--- config.mk ---
export PLATFORM = sky130hd
export DESIGN_NAME = knock_unlock_ctrl
export DESIGN_NICKNAME = d
export VERILOG_FILES = /design/src/rtl/knock_pkg.sv /design/src/rtl/knock_timeout_ctr.sv /design/src/rtl/knock_unlock_ctrl.sv
export SDC_FILE = /design/constraint.sdc
export NUM_CORES = 1
export LEC_CHECK = 0
export ABC_AREA = 1
export CAP_MARGIN = 30
export CORE_UTILIZATION = 43
export CTS_CLUSTER_SIZE = 16
export DETAILED_ROUTE_END_ITERATION = 7
export GPL_TIMING_DRIVEN = 0
export PLACE_DENSITY_LB_ADDON = 0.25
export SLEW_MARGIN = 20
export SYNTH_ARGS = -nofsm -noshare
export SYNTH_HDL_FRONTEND = slang
export SYNTH_HIERARCHICAL = 1
export SYNTH_SLANG_ARGS = --single-unit
--- constraint.sdc ---
create_clock -name clk -period 1.6 [get_ports clk]
set_input_delay 0.16 -clock clk [delete_from_list [all_inputs] [get_ports clk]]
set_output_delay 0.16 -clock clk [all_outputs]
set_load 0.01 [all_outputs]
--- src/rtl/knock_pkg.sv ---
// knock_pkg: shared types and constants for the knock unlock sequencer.
//   - knock_state_e : FSM states (LOCKED, STREAM)
//   - NIB_W, WIN_HI : knock nibble width and {BA13,BA12} window decode
//   - LFSR_SEED/LFSR_TAPS : scrambler seed and feedback mask (used only when
//     KNOCK_SCRAMBLE_EN is defined)
//   - key_nib()     : extracts knock nibble idx from the packed key
package knock_pkg;

  typedef enum logic {
    LOCKED = 1'b0,
    STREAM = 1'b1
  } knock_state_e;

  localparam int         NIB_W     = 4;
  localparam logic [1:0] WIN_HI    = 2'b01;
  localparam logic [7:0] LFSR_SEED = 8'hA5;
  // x^8+x^6+x^5+x^4+1 on a left-shifting register: stages 8,6,5,4 -> bits 7,5,4,3
  localparam logic [7:0] LFSR_TAPS = 8'hB8;

  // Packed key holds nibbles LSB-first; idx selects one 4-bit knock.
  function automatic logic [NIB_W-1:0] key_nib(input logic [31:0] key, input logic [2:0] idx);
    key_nib = key[{idx, 2'b00} +: NIB_W];
  endfunction

endpackage

--- src/rtl/knock_timeout_ctr.sv ---
// knock_timeout_ctr: saturating idle counter for forced relock.
//   clk, rst_n : clock, asynchronous active-low reset
//   clr        : clear the count (window read hit)
//   en         : count this clock (sequence armed or streaming)
//   expired    : the count reaches TIMEOUT_CYC on this clock edge
module knock_timeout_ctr #(
  parameter int TIMEOUT_CYC = 255
) (
  input  logic clk,
  input  logic rst_n,
  input  logic clr,
  input  logic en,
  output logic expired
);

  localparam int            CW    = $clog2(TIMEOUT_CYC + 1);
  localparam logic [CW-1:0] LIMIT = CW'(TIMEOUT_CYC);

  logic [CW-1:0] idle_cnt_reg;

  always_ff @(posedge clk or negedge rst_n) begin
    if (!rst_n) begin
      idle_cnt_reg <= '0;
    end else if (clr) begin
      idle_cnt_reg <= '0;
    end else if (en && (idle_cnt_reg != LIMIT)) begin
      idle_cnt_reg <= idle_cnt_reg + CW'(1);
    end
  end

  // Flag the edge on which the count arrives at LIMIT so the relock lands on
  // the same edge; a clearing hit in that cycle wins.
  assign expired = en & ~clr & (idle_cnt_reg >= (LIMIT - CW'(1)));

endmodule

--- src/rtl/knock_unlock_ctrl.sv ---
// knock_unlock_ctrl: bus-snooping unlock sequencer for the SD read window
// (BA13=0, BA12=1). A programmed series of read knocks matched on BA[7:4]
// unlocks the block, which then streams DATA_WORD LSB-first on SD, one bit
// per window read, and relocks after the last bit, a window write, or an
// idle timeout.
//   clk, rst_n          : clock, asynchronous active-low reset
//   bus_strobe, bus_rw  : bus cycle valid pulse, 1=read
//   sser                : serial-space inhibit (window needs sser=0)
//   ba_hi, ba_nib       : {BA13,BA12}, BA[7:4]
//   unlocked            : high while streaming
//   seq_pos             : knocks matched so far (0 while streaming)
//   sd_oe, sd_o         : registered SD buffer enable and data
// Optional: define KNOCK_SCRAMBLE_EN to XOR each streamed bit with an 8-bit
// LFSR seeded with 8'hA5 on every unlock.
module knock_unlock_ctrl
  import knock_pkg::*;
#(
  parameter int                   SEQ_LEN     = 4,
  parameter logic [4*SEQ_LEN-1:0] KEY         = 16'hA9A2,
  parameter int                   DATA_BITS   = 16,
  parameter logic [DATA_BITS-1:0] DATA_WORD   = 16'hC35A,
  parameter int                   TIMEOUT_CYC = 255
) (
  input  logic       clk,
  input  logic       rst_n,
  input  logic       bus_strobe,
  input  logic       bus_rw,
  input  logic       sser,
  input  logic [1:0] ba_hi,
  input  logic [3:0] ba_nib,
  output logic       unlocked,
  output logic [2:0] seq_pos,
  output logic       sd_oe,
  output logic       sd_o
);

  localparam logic [31:0] KEY_EXT  = 32'(KEY);
  localparam logic [31:0] DATA_EXT = 32'(DATA_WORD);

  knock_state_e state_reg;
  logic [2:0]   pos_reg;
  logic [4:0]   bit_idx_reg;
  logic         win;
  logic         whit;
  logic         wwr;
  logic         tmo_en;
  logic         tmo_expired;
  logic         sd_bit;

`ifdef KNOCK_SCRAMBLE_EN
  logic [7:0] lfsr_reg;
  assign sd_bit = DATA_EXT[bit_idx_reg] ^ lfsr_reg[0];
`else
  assign sd_bit = DATA_EXT[bit_idx_reg];
`endif

  assign win     = bus_strobe & ~sser & (ba_hi == WIN_HI);
  assign whit    = win & bus_rw;
  assign wwr     = win & ~bus_rw;
  assign tmo_en  = (state_reg == STREAM) | (pos_reg != 3'd0);
  assign seq_pos = pos_reg;

  knock_timeout_ctr #(
    .TIMEOUT_CYC(TIMEOUT_CYC)
  ) u_timeout (
    .clk    (clk),
    .rst_n  (rst_n),
    .clr    (whit),
    .en     (tmo_en),
    .expired(tmo_expired)
  );

  always_ff @(posedge clk or negedge rst_n) begin
    if (!rst_n) begin
      state_reg   <= LOCKED;
      pos_reg     <= 3'd0;
      bit_idx_reg <= 5'd0;
      unlocked    <= 1'b0;
      sd_oe       <= 1'b0;
      sd_o        <= 1'b0;
`ifdef KNOCK_SCRAMBLE_EN
      lfsr_reg    <= LFSR_SEED;
`endif
    end else begin
      // Enable is a single-clock pulse per served read; sd_o holds otherwise.
      sd_oe <= 1'b0;
      if (wwr) begin
        state_reg   <= LOCKED;
        unlocked    <= 1'b0;
        pos_reg     <= 3'd0;
        bit_idx_reg <= 5'd0;
      end else if (whit) begin
        case (state_reg)
          LOCKED: begin
            if (ba_nib == key_nib(KEY_EXT, pos_reg)) begin
              if (pos_reg == 3'(SEQ_LEN - 1)) begin
                state_reg   <= STREAM;
                unlocked    <= 1'b1;
                pos_reg     <= 3'd0;
                bit_idx_reg <= 5'd0;
`ifdef KNOCK_SCRAMBLE_EN
                lfsr_reg    <= LFSR_SEED;
`endif
              end else begin
                pos_reg <= pos_reg + 3'd1;
              end
            end else begin
              // A wrong knock may itself be the first knock of a new attempt.
              pos_reg <= (ba_nib == key_nib(KEY_EXT, 3'd0)) ? 3'd1 : 3'd0;
            end
          end
          STREAM: begin
            sd_oe <= 1'b1;
            sd_o  <= sd_bit;
`ifdef KNOCK_SCRAMBLE_EN
            lfsr_reg <= {lfsr_reg[6:0], ^(lfsr_reg & LFSR_TAPS)};
`endif
            if (bit_idx_reg == 5'(DATA_BITS - 1)) begin
              state_reg   <= LOCKED;
              unlocked    <= 1'b0;
              bit_idx_reg <= 5'd0;
            end else begin
              bit_idx_reg <= bit_idx_reg + 5'd1;
            end
          end
          default: begin
            state_reg <= LOCKED;
            unlocked  <= 1'b0;
          end
        endcase
      end else if (tmo_expired) begin
        state_reg   <= LOCKED;
        unlocked    <= 1'b0;
        pos_reg     <= 3'd0;
        bit_idx_reg <= 5'd0;
      end
    end
  end

endmodule

# ---- Yosys cells after proc, flatten, opt, wreduce, memory -nomap -nowiden
# Memories as Yosys holds them, arrays and structs flattened. A register that Yosys moved wholly into a read port is not among the register bits.
# Index checks and enable logic that the tools add are counted.
dict set report totals {
  in_bits 11
  mem_bits_ro 32
  ff_bits 19
  memories 1
  output_inout_bits 6
  word_cells 75
}
# memory words width rd rd_ports_with_merged_regs wr line
set mem_list {}
lappend mem_list {{(name not given)} 32 1 1 1 0 knock_unlock_ctrl.sv:54} ;# assign sd_bit = DATA_EXT[bit_idx_reg];
dict set report classes {
  n_lt_le_gt_ge 1
  reduce_logical 9
  n_bitwise 12
  add_sub_neg 3
  n_eq_ne 10
  mux 32
  shifts 1
}
# cell n
set ops {}
lappend ops {{$shiftx A32 B6 Y4 const A} 1}
lappend ops {{$mux W5} 6}
lappend ops {{$mux W3} 6}
lappend ops {{$mux W8} 2}
lappend ops {{$mux W1} 15}
lappend ops {{$ne A4 B4 Y1 const B} 3}
lappend ops {{$pmux W5 S2} 1}
lappend ops {{$add A8 B1 Y8 const B} 1}
lappend ops {{$ge A8 B8 Y1 const B} 1}
lappend ops {{$ne A8 B8 Y1 const B} 1}
lappend ops {{$and A1 B1 Y1} 6}
lappend ops {{$reduce_and A3 Y1} 2}
lappend ops {{$reduce_bool A3 Y1} 2}
lappend ops {{$add A5 B1 Y5 const B} 1}
lappend ops {{$eq A5 B4 Y1 const B} 1}
lappend ops {{$not A1 Y1} 5}
lappend ops {{$eq A4 B2 Y1 const B} 1}
lappend ops {{$eq A4 B4 Y1} 1}
lappend ops {{$pmux W1 S2} 2}
lappend ops {{$reduce_and A4 Y1} 1}
lappend ops {{$add A3 B1 Y3 const B} 1}
lappend ops {{$eq A3 B2 Y1 const B} 1}
lappend ops {{$ne A3 B3 Y1 const B} 1}
lappend ops {{$eq A2 B1 Y1 const B} 1}
lappend ops {{5 further kinds} 5}

# ---- Depth between registers and ports, before layout
# Gate-level depths: netlist of run 1.
dict set report logic_depth {
  ltp_word 10
  mapped_depth 12
  depth_no_buf 12
}

# ---- Hierarchy
# Netlist of run 1, hierarchy kept.
# mod seq_area_each_um2 instances cells_per_inst area_per_inst_um2
set modules_own_cells {}
lappend modules_own_cells {knock_unlock_ctrl 300.3 1 106 838.3}
lappend modules_own_cells {knock_timeout_ctr 200.2 1 76 533.0}

# ---- Worst setup path after synthesis of run 1
# Ideal clock, no wire load.
dict set report synth_path {
  kind {reg-to-reg}
  from {register pos_reg[0] (netlist: seq_pos[0])}
  to {register bit_idx_reg[1]}
  arrival_ns 1.636
  required_time_ns 1.478
  setup_time_ns 0.122
  slack_ns -0.158
  period_less_slack_ns 1.758
  path_buffers 0
  stages_incl_launch_ff 13
  path_cell_list {dfrtp_1 > inv_1 > ha_1 > nand3b_1 > inv_1 > nor3_1 > o21ai_1 > nor3_1 > a21oi_1 > inv_1 > nand2_2 > nand2_1 > nand2_1}
}
dict set report synth_between {
  elab_chain_cells 6
  elab_cells_between_ends 11
  cone_classes {eq/ne (4); shift (1); bitwise (3); reduce/logical (3)}
}
# item line
set synth_rtl {}
lappend synth_rtl {{start: declaration} knock_unlock_ctrl.sv:41} ;# logic [2:0] pos_reg;
lappend synth_rtl {{start signal: assignment} knock_unlock_ctrl.sv:105} ;# pos_reg <= pos_reg + 3'd1;
lappend synth_rtl {{start signal: assignment} knock_unlock_ctrl.sv:109} ;# pos_reg <= (ba_nib == key_nib(KEY_EXT, 3'd0)) ? 3'd1 : 3'd0;
lappend synth_rtl {{$reduce_bool A3 Y1} knock_unlock_ctrl.sv:60} ;# assign tmo_en = (state_reg == STREAM) | (pos_reg != 3'd0);
lappend synth_rtl {{$or A1 B1 Y1} knock_unlock_ctrl.sv:60}
lappend synth_rtl {{named net tmo_en} knock_unlock_ctrl.sv:46} ;# logic tmo_en;
lappend synth_rtl {{$and A1 B1 Y1 (2 in a row)} knock_timeout_ctr.sv:33} ;# assign expired = en & ~clr & (idle_cnt_reg >= (LIMIT - CW'(1)));
lappend synth_rtl {{named net tmo_expired} knock_unlock_ctrl.sv:47} ;# logic tmo_expired;
lappend synth_rtl {{$reduce_bool A3 Y1 (no source line)} -}
lappend synth_rtl {{$reduce_and A3 Y1 (no source line)} -}
lappend synth_rtl {{end signal: assignment} knock_unlock_ctrl.sv:123} ;# bit_idx_reg <= bit_idx_reg + 5'd1;
lappend synth_rtl {{end: declaration} knock_unlock_ctrl.sv:42} ;# logic [4:0] bit_idx_reg;
# The timed path passes the listed nets, and every way through them passes these cells.
# A chain may end at the register's enable or synchronous reset.

# ---- Final worst setup path of run 1
dict set report layout_path {
  from {register pos_reg[1] (netlist: seq_pos[1])}
  to {register bit_idx_reg[1]}
}
# The elaborated chain is that of the path after synthesis.

==> flow_summary_export.csv, run 1 <==
group,metric,value,unit
final_layout,design.final.nets,229,
critical_path,cp_data_arrival_time,1.89,ns
final_layout,seq_area,503,um2
final_layout,syn2layout_area_growth,24.0,%
sta,hold_violations,0,
final_layout,layout.cells.non_filler,252,
placed_design,dp_hpwl,2070,um
grt,grt_pass1_wl,5020,um
synthesis,synth_top_area_cell,"dfrtp_1",
clocking,cts_root_buffer,"clkbuf_4",
synthesis,ys_seq_area_frac,0.365,
placed_design,port_buffers,16,
sta,slew_viol_final,0,
final_layout,fill_cells,288,
synthesis,synth_edf_count,0,
synthesis,syn_inst,182,
sta,fin_crit,1.69,ns
pwr,combPwrFrac,0.338,
grt,grt-ovfl-total,0,
synthesis,synth-seq-cells,20,
critical_path,reg2reg_depth,12,
drt,viasPerCell,4.92,
drt,drt-total-wl,2820,um
final_layout,stdcell_area,1700,um2
synthesis,yosys.area.top_type_share,0.365,
clocking,insertion_delay,0.30,ns
critical_path,crit_fanout,5,
grt,grt_max_degree,21,
sta,fin_worst_skew,0.00469,ns
sta,fmax,591,MHz
grt,track_usage,0.189,
critical_path,cp.required,1.80,ns
sta,rsz0062_at_grt,"yes",
pwr,p_leak,0.860,nW
synthesis,synth_commonest_cells,"54 x nand2_1, 20 x dfrtp_1, 19 x inv_1",
pwr,ir_worst_vdd,0.588,mV
drt,drt_iter0_drc,65,
critical_path,cp-end-kind,"flop",
floorplanning,die_h,58.5,um
placed_design,dp_cells,242,
pwr,p_seq_frac,0.470,
clocking,cts_made_buffers,3,
critical_path,reg2reg_from,"seq_pos[1]",
synthesis,synthFlopType,"dfrtp_1",
floorplanning,ioPinCount,17,
pwr,clock_power_share,0.191,
sta,worst_pin_slew,0.269,ns
drt,dr.pass1.iters,4,
clocking,clk_pin_slew_worst_paths,0.12,ns
final_layout,drive_above_1_share,0.212,
clocking,clock_sinks,20,
synthesis,synth.top_cells.by_area,"dfrtp_1 36%, nand2_1 15%, ha_1 8.2%",
sta,worst_slack,-0.0920,ns
clocking,cts.htree.levels,1,
final_layout,largest_register_ffs,8,
critical_path,path_class,"reg2reg",
placed_design,placed_cell_area,1600,um2
hold_path,min_path_type,"in2async",
critical_path,reg2reg_setup_slack,-0.09,ns
synthesis,ys_warn_count,6,
drt,vias,1241,
synthesis,syn_area,1370,um2
critical_path,rr_endpoint,"bit_idx_reg[1]",
placed_design,gp_congestion,0.835,
drt,drc,0,
pwr,p_per_area,918,nW/um2
floorplanning,start_util,0.453,
grt,grt_pass1_vias,1235,
sta,setup_viol,10,
final_layout,n_antenna_cell,0,
flow_run,cap_violations,0,
pwr,intPower,978,uW
floorplanning,die-width,58.5,um
outcome,outcome,"complete, but fails checks",
synthesis,syn_area_per_cell,7.53,um2
synthesis,async_flop_share,1.00,
synthesis,syn_nets,202,
drt,ant_nets,0,
floorplanning,num_rows,20,
clocking,cts_tree,"done",
clocking,clock_path_buffers,2,
clocking,holdBufCountCts,0,
pwr,power,1.56,mW
critical_path,cp-start-kind,"flop",
sta,post-route-period-util,1.06,
drt,wire_per_inst,11.2,um
sta,whs,0.0686,ns
synthesis,synth.distinct_cells,26,
synthesis,synth.most_common_cell,"nand2_1",
floorplanning,core_area,3030,um2
floorplanning,fp.dieArea,3420,um2
grt,antenna_found_initial,0,
pwr,netSwitchingPower,584,uW
pwr,switching_share,0.374,
sta,relSlewSlack,0.820,
outcome,violations,"setup timing",
final_layout,multiInputGateArea,798,um2
-- logic make-up (layout without fill, tap and decap cells) --
family | count (synthesis) | in the layout | synth area share
XOR/XNOR | 5 | 5 | 0.0319
buffers and inverters | 24 | 50 | 0.0721
AND/OR/NAND/NOR | 109 | 109 | 0.391
flip-flops | 20 | 20 | 0.365
AO/OA/AOI/OAI | 15 | 15 | 0.0584
adder cells (fa/ha/maj) | 9 | 9 | 0.0821
-- cell usage in the layout (no fill, tap or decap) --
cell type	count
o21ai_1	3
or2_2	1
nor2_1	15
dfrtp_1	18
o2111ai_1	1
nor3_2	2
xnor2_1	1
nand3_1	13
nand2_4	2
nand3_2	2
nand2_1	54
clkinv_4	1
clkbuf_8	1
ha_1	8
nand3_4	1
a21oi_2	1
nand4_1	4
inv_2	4
xor2_1	4
clkdlybuf4s50_1	16
a21oi_1	5
buf_6	1
dfrtp_2	2
nor2_4	3
o22ai_1	1
inv_1	16
clkbuf_4	3
nor2_2	5
clkinv_2	3
o21ai_0	4
buf_4	5
ha_4	1
nand2_2	6
nand3b_1	1
-- worst max-delay path by stage --
stage | slack [ns] | start | end
2_1_floorplan | -0.10 | seq_pos[0] | bit_idx_reg[1]
3_3_place_gp | -0.44 | sser | bit_idx_reg[1]
3_5_place_dp | -0.47 | sser | bit_idx_reg[1]
4_1_cts | -0.08 | seq_pos[0] | bit_idx_reg[1]
5_1_grt | -0.22 | seq_pos[0] | bit_idx_reg[2]
6_report | -0.09 | seq_pos[1] | bit_idx_reg[1]
-- power groups by stage --
| stage | clock network, mW | logic [mW] | registers [mW] |
|---|---|---|---|
| final | 0.299 | 0.529 | 0.735 |
| after global routing | 0.332 | 0.619 | 0.747 |
| after CTS | 0.313 | 0.520 | 0.729 |
| after detailed placement | 0 | 0.486 | 0.740 |
| after global placement | 0 | 0.475 | 0.738 |
| after floorplan | 0 | 0.364 | 0.719 |
-- timing repair --
item	4_1_cts	5_1_grt
pin swaps	1	2
endpoints found under the setup margin	10	10
cloned	0	0
gates resized for setup	2	3
buffers inserted	5	0
-- per-layer routing --
layer,track usage,wire (um),vias to the layer above
met5,0,0,-
met4,0.0612,34,0
met3,0.0484,117,6
met2,0.335,1460,26
met1,0.223,1200,578
li1,-,-,631
-- stage by stage --
step | setup TNS (ns) | setup slack (ns) | util
after detailed placement | -4.30 | -0.469 | 0.530
after global routing | -1.94 | -0.216 | 0.562
after CTS | -0.457 | -0.0810 | 0.556
after global placement | -4.12 | -0.444 | 0.530
final | -0.658 | -0.0920 | 0.562
after floorplan | -0.776 | -0.102 | -
-- final cells by class --
class / instances / area share
clock buffer: 4 / 0.0213
inverter: 24 / 0.0581
multi-input combinational: 138 / 0.469
sequential: 20 / 0.296
tap: 44 / 0.0324
timing repair buffer: 22 / 0.123
-- worst max-delay path, cell delays in order, from the launching register on --
cell	delay [ns]
dfrtp_2	0.39
inv_2	0.06
ha_4	0.15
nand3b_1	0.12
inv_2	0.05
nor3_2	0.09
o21ai_1	0.09
nor3_2	0.24
a21oi_2	0.09
inv_1	0.09
nand2_2	0.09
nand2_1	0.06
nand2_1	0.05
Note: power is estimated with default switching activity, not from simulation.
==> inputs of run 2 (changes only) <==
- HOLD_SLACK_MARGIN: unset -> 0.03
==> results of run 2 <==
No change in the layout: final DEF, timing and power equal those of run 1.
==> inputs of run 3 (changes only) <==
- SLEW_MARGIN: 20 -> 10
- TNS_END_PERCENT: unset -> 50
==> flow_summary_export.csv, run 3 (synthesized netlist as in run 1, its figures left out) <==
group,metric,value,unit
outcome,outcome,"complete, but fails checks",
outcome,violations,"setup timing",
final_layout,stdcell_area,1740,um2
grt,antenna_found_initial,0,
final_layout,largest_register_ffs,8,
final_layout,fill_cells,281,
final_layout,seq_area,503,um2
drt,drt_iter0_drc,42,
pwr,p_leak,0.894,nW
clocking,clock_sinks,20,
sta,worst_slack,-0.122,ns
flow_run,cap_violations,0,
critical_path,reg2reg_setup_slack,-0.12,ns
floorplanning,die_h,58.5,um
drt,ant_nets,0,
critical_path,reg2reg_from,"seq_pos[0]",
clocking,clk_pin_slew_worst_paths,0.13,ns
sta,fin_crit,1.72,ns
sta,rsz0062_at_grt,"yes",
drt,vias,1240,
placed_design,port_buffers,16,
critical_path,crit_start,"seq_pos[0]",
clocking,insertion_delay,0.31,ns
pwr,p_seq_frac,0.437,
floorplanning,num_rows,20,
drt,drt-total-wl,2790,um
placed_design,placed_cell_area,1600,um2
final_layout,multiInputGateArea,808,um2
grt,grt-ovfl-total,0,
hold_path,min_path_type,"in2async",
sta,slew_viol_final,0,
critical_path,cp-end-kind,"flop",
clocking,cts.htree.levels,1,
placed_design,gp_congestion,0.837,
clocking,cts_root_buffer,"clkbuf_4",
final_layout,final_common_cell,"nand2_1",
sta,setup_tns,-1.01,ns
grt,track_usage,0.177,
placed_design,dp_hpwl,2070,um
critical_path,rr_endpoint,"seq_pos[1]",
sta,setup_viol,10,
clocking,cts_made_buffers,3,
final_layout,n_antenna_cell,0,
critical_path,cp_data_arrival_time,1.90,ns
drt,viasPerCell,4.88,
pwr,netSwitchingPower,581,uW
pwr,p_per_area,961,nW/um2
floorplanning,die-width,58.5,um
drt,dr.pass1.iters,4,
pwr,combPwrFrac,0.315,
floorplanning,ioPinCount,17,
final_layout,final_util,0.576,
floorplanning,fp.dieArea,3420,um2
critical_path,cp.required,1.78,ns
clocking,cts_tree,"done",
clocking,holdBufCountCts,0,
critical_path,path_class,"reg2reg",
sta,post-route-period-util,1.08,
final_layout,drive_above_1_share,0.233,
final_layout,layout.cells.non_filler,254,
placed_design,dp_cells,242,
sta,relSlewSlack,0.680,
clocking,clock_path_buffers,2,
critical_path,reg2reg_depth,10,
pwr,ir_worst_vdd,0.500,mV
critical_path,crit_fanout,4,
pwr,clock_power_share,0.248,
pwr,switching_share,0.347,
pwr,intPower,1.09,mW
grt,grt_max_degree,21,
sta,worst_pin_slew,0.478,ns
sta,hold_violations,0,
grt,grt_pass1_vias,1146,
critical_path,crit_end,"seq_pos[1]",
final_layout,design.final.nets,231,
final_layout,final_cell_mix,"50 x nand2_1, 18 x dfrtp_1, 16 x inv_1, 15 x nor2_1, 15 x clkdlybuf4s50_1",
pwr,power,1.68,mW
critical_path,cp-start-kind,"flop",
final_layout,syn2layout_area_growth,27.2,%
drt,drc,0,
floorplanning,start_util,0.453,
grt,grt_pass1_wl,4660,um
drt,wire_per_inst,11.0,um
sta,fin_worst_skew,0.0159,ns
floorplanning,core_area,3030,um2
sta,fmax,581,MHz
-- run 3: changes by cell type in the layout (fill, tap and decap cells not counted), sizes merged --
| cell | previous run | this run |
|---|---|---|
| buf | 6 | 8 |
| bufinv | 0 | 1 |
| clkbuf | 4 | 3 |
| clkdlybuf4s50 | 16 | 15 |
| dlymetal6s2s | 0 | 1 |
-- run 3: how the worst min path moves through the flow --
stage | slack, ns | startpoint | endpoint
after global placement | 0.46 | unlocked | unlocked
after floorplan | -0.14 | rst_n | bit_idx_reg[0]
after detailed placement | 0.48 | sd_o | sd_o
after CTS | 0.39 | rst_n | u_timeout/idle_cnt_reg[7]
after global routing | 0.18 | rst_n | u_timeout/idle_cnt_reg[2]
final | 0.16 | rst_n | u_timeout/idle_cnt_reg[2]
-- run 3: power groups by stage --
stage / Combinational, mW / Sequential, mW / Clock (mW)
floorplan: 0.365 / 0.719 / 0
global placement: 0.475 / 0.739 / 0
detailed placement: 0.487 / 0.744 / 0
CTS: 0.523 / 0.732 / 0.433
global route: 0.604 / 0.752 / 0.443
finish: 0.527 / 0.733 / 0.416
-- run 3: timing repair --
item                                    CTS  global route
resized for setup                         2             7
buffers inserted                          6             1
endpoints found under the setup margin   10            10
pin swaps                                 4             3
-- run 3: stage by stage --
| stage | setup WS [ns] | hold WS (ns) |
|---|---|---|
| after floorplan | -0.103 | -0.136 |
| after global placement | -0.413 | 0.463 |
| after detailed placement | -0.449 | 0.478 |
| after CTS | -0.0450 | 0.388 |
| after global routing | -0.232 | 0.181 |
| final | -0.122 | 0.157 |
-- run 3: routing by layer --
| layer | routed length (um) | track usage |
|---|---|---|
| met5 | 0 | 0 |
| met4 | 29 | 0.0714 |
| met3 | 81 | 0.0220 |
| met2 | 1390 | 0.319 |
| met1 | 1290 | 0.215 |
-- run 3: cell type report --
class                           instances  area share
Sequential cell                        20       0.288
Clock inverter                          1      0.0172
Tap cell                               44      0.0316
Inverter                               24      0.0567
Multi-Input combinational cell        138       0.463
Timing Repair Buffer                   24       0.130
Clock buffer                            3      0.0129
-- run 3: worst max-delay path: stages, from the launching register on --
cell	delay [ns]
dfrtp_1	0.38
inv_2	0.06
ha_4	0.15
nand3b_1	0.12
inv_1	0.07
nor3_1	0.12
o21ai_1	0.12
nor3_2	0.25
a21oi_2	0.09
nor2_1	0.15
o22ai_1	0.10
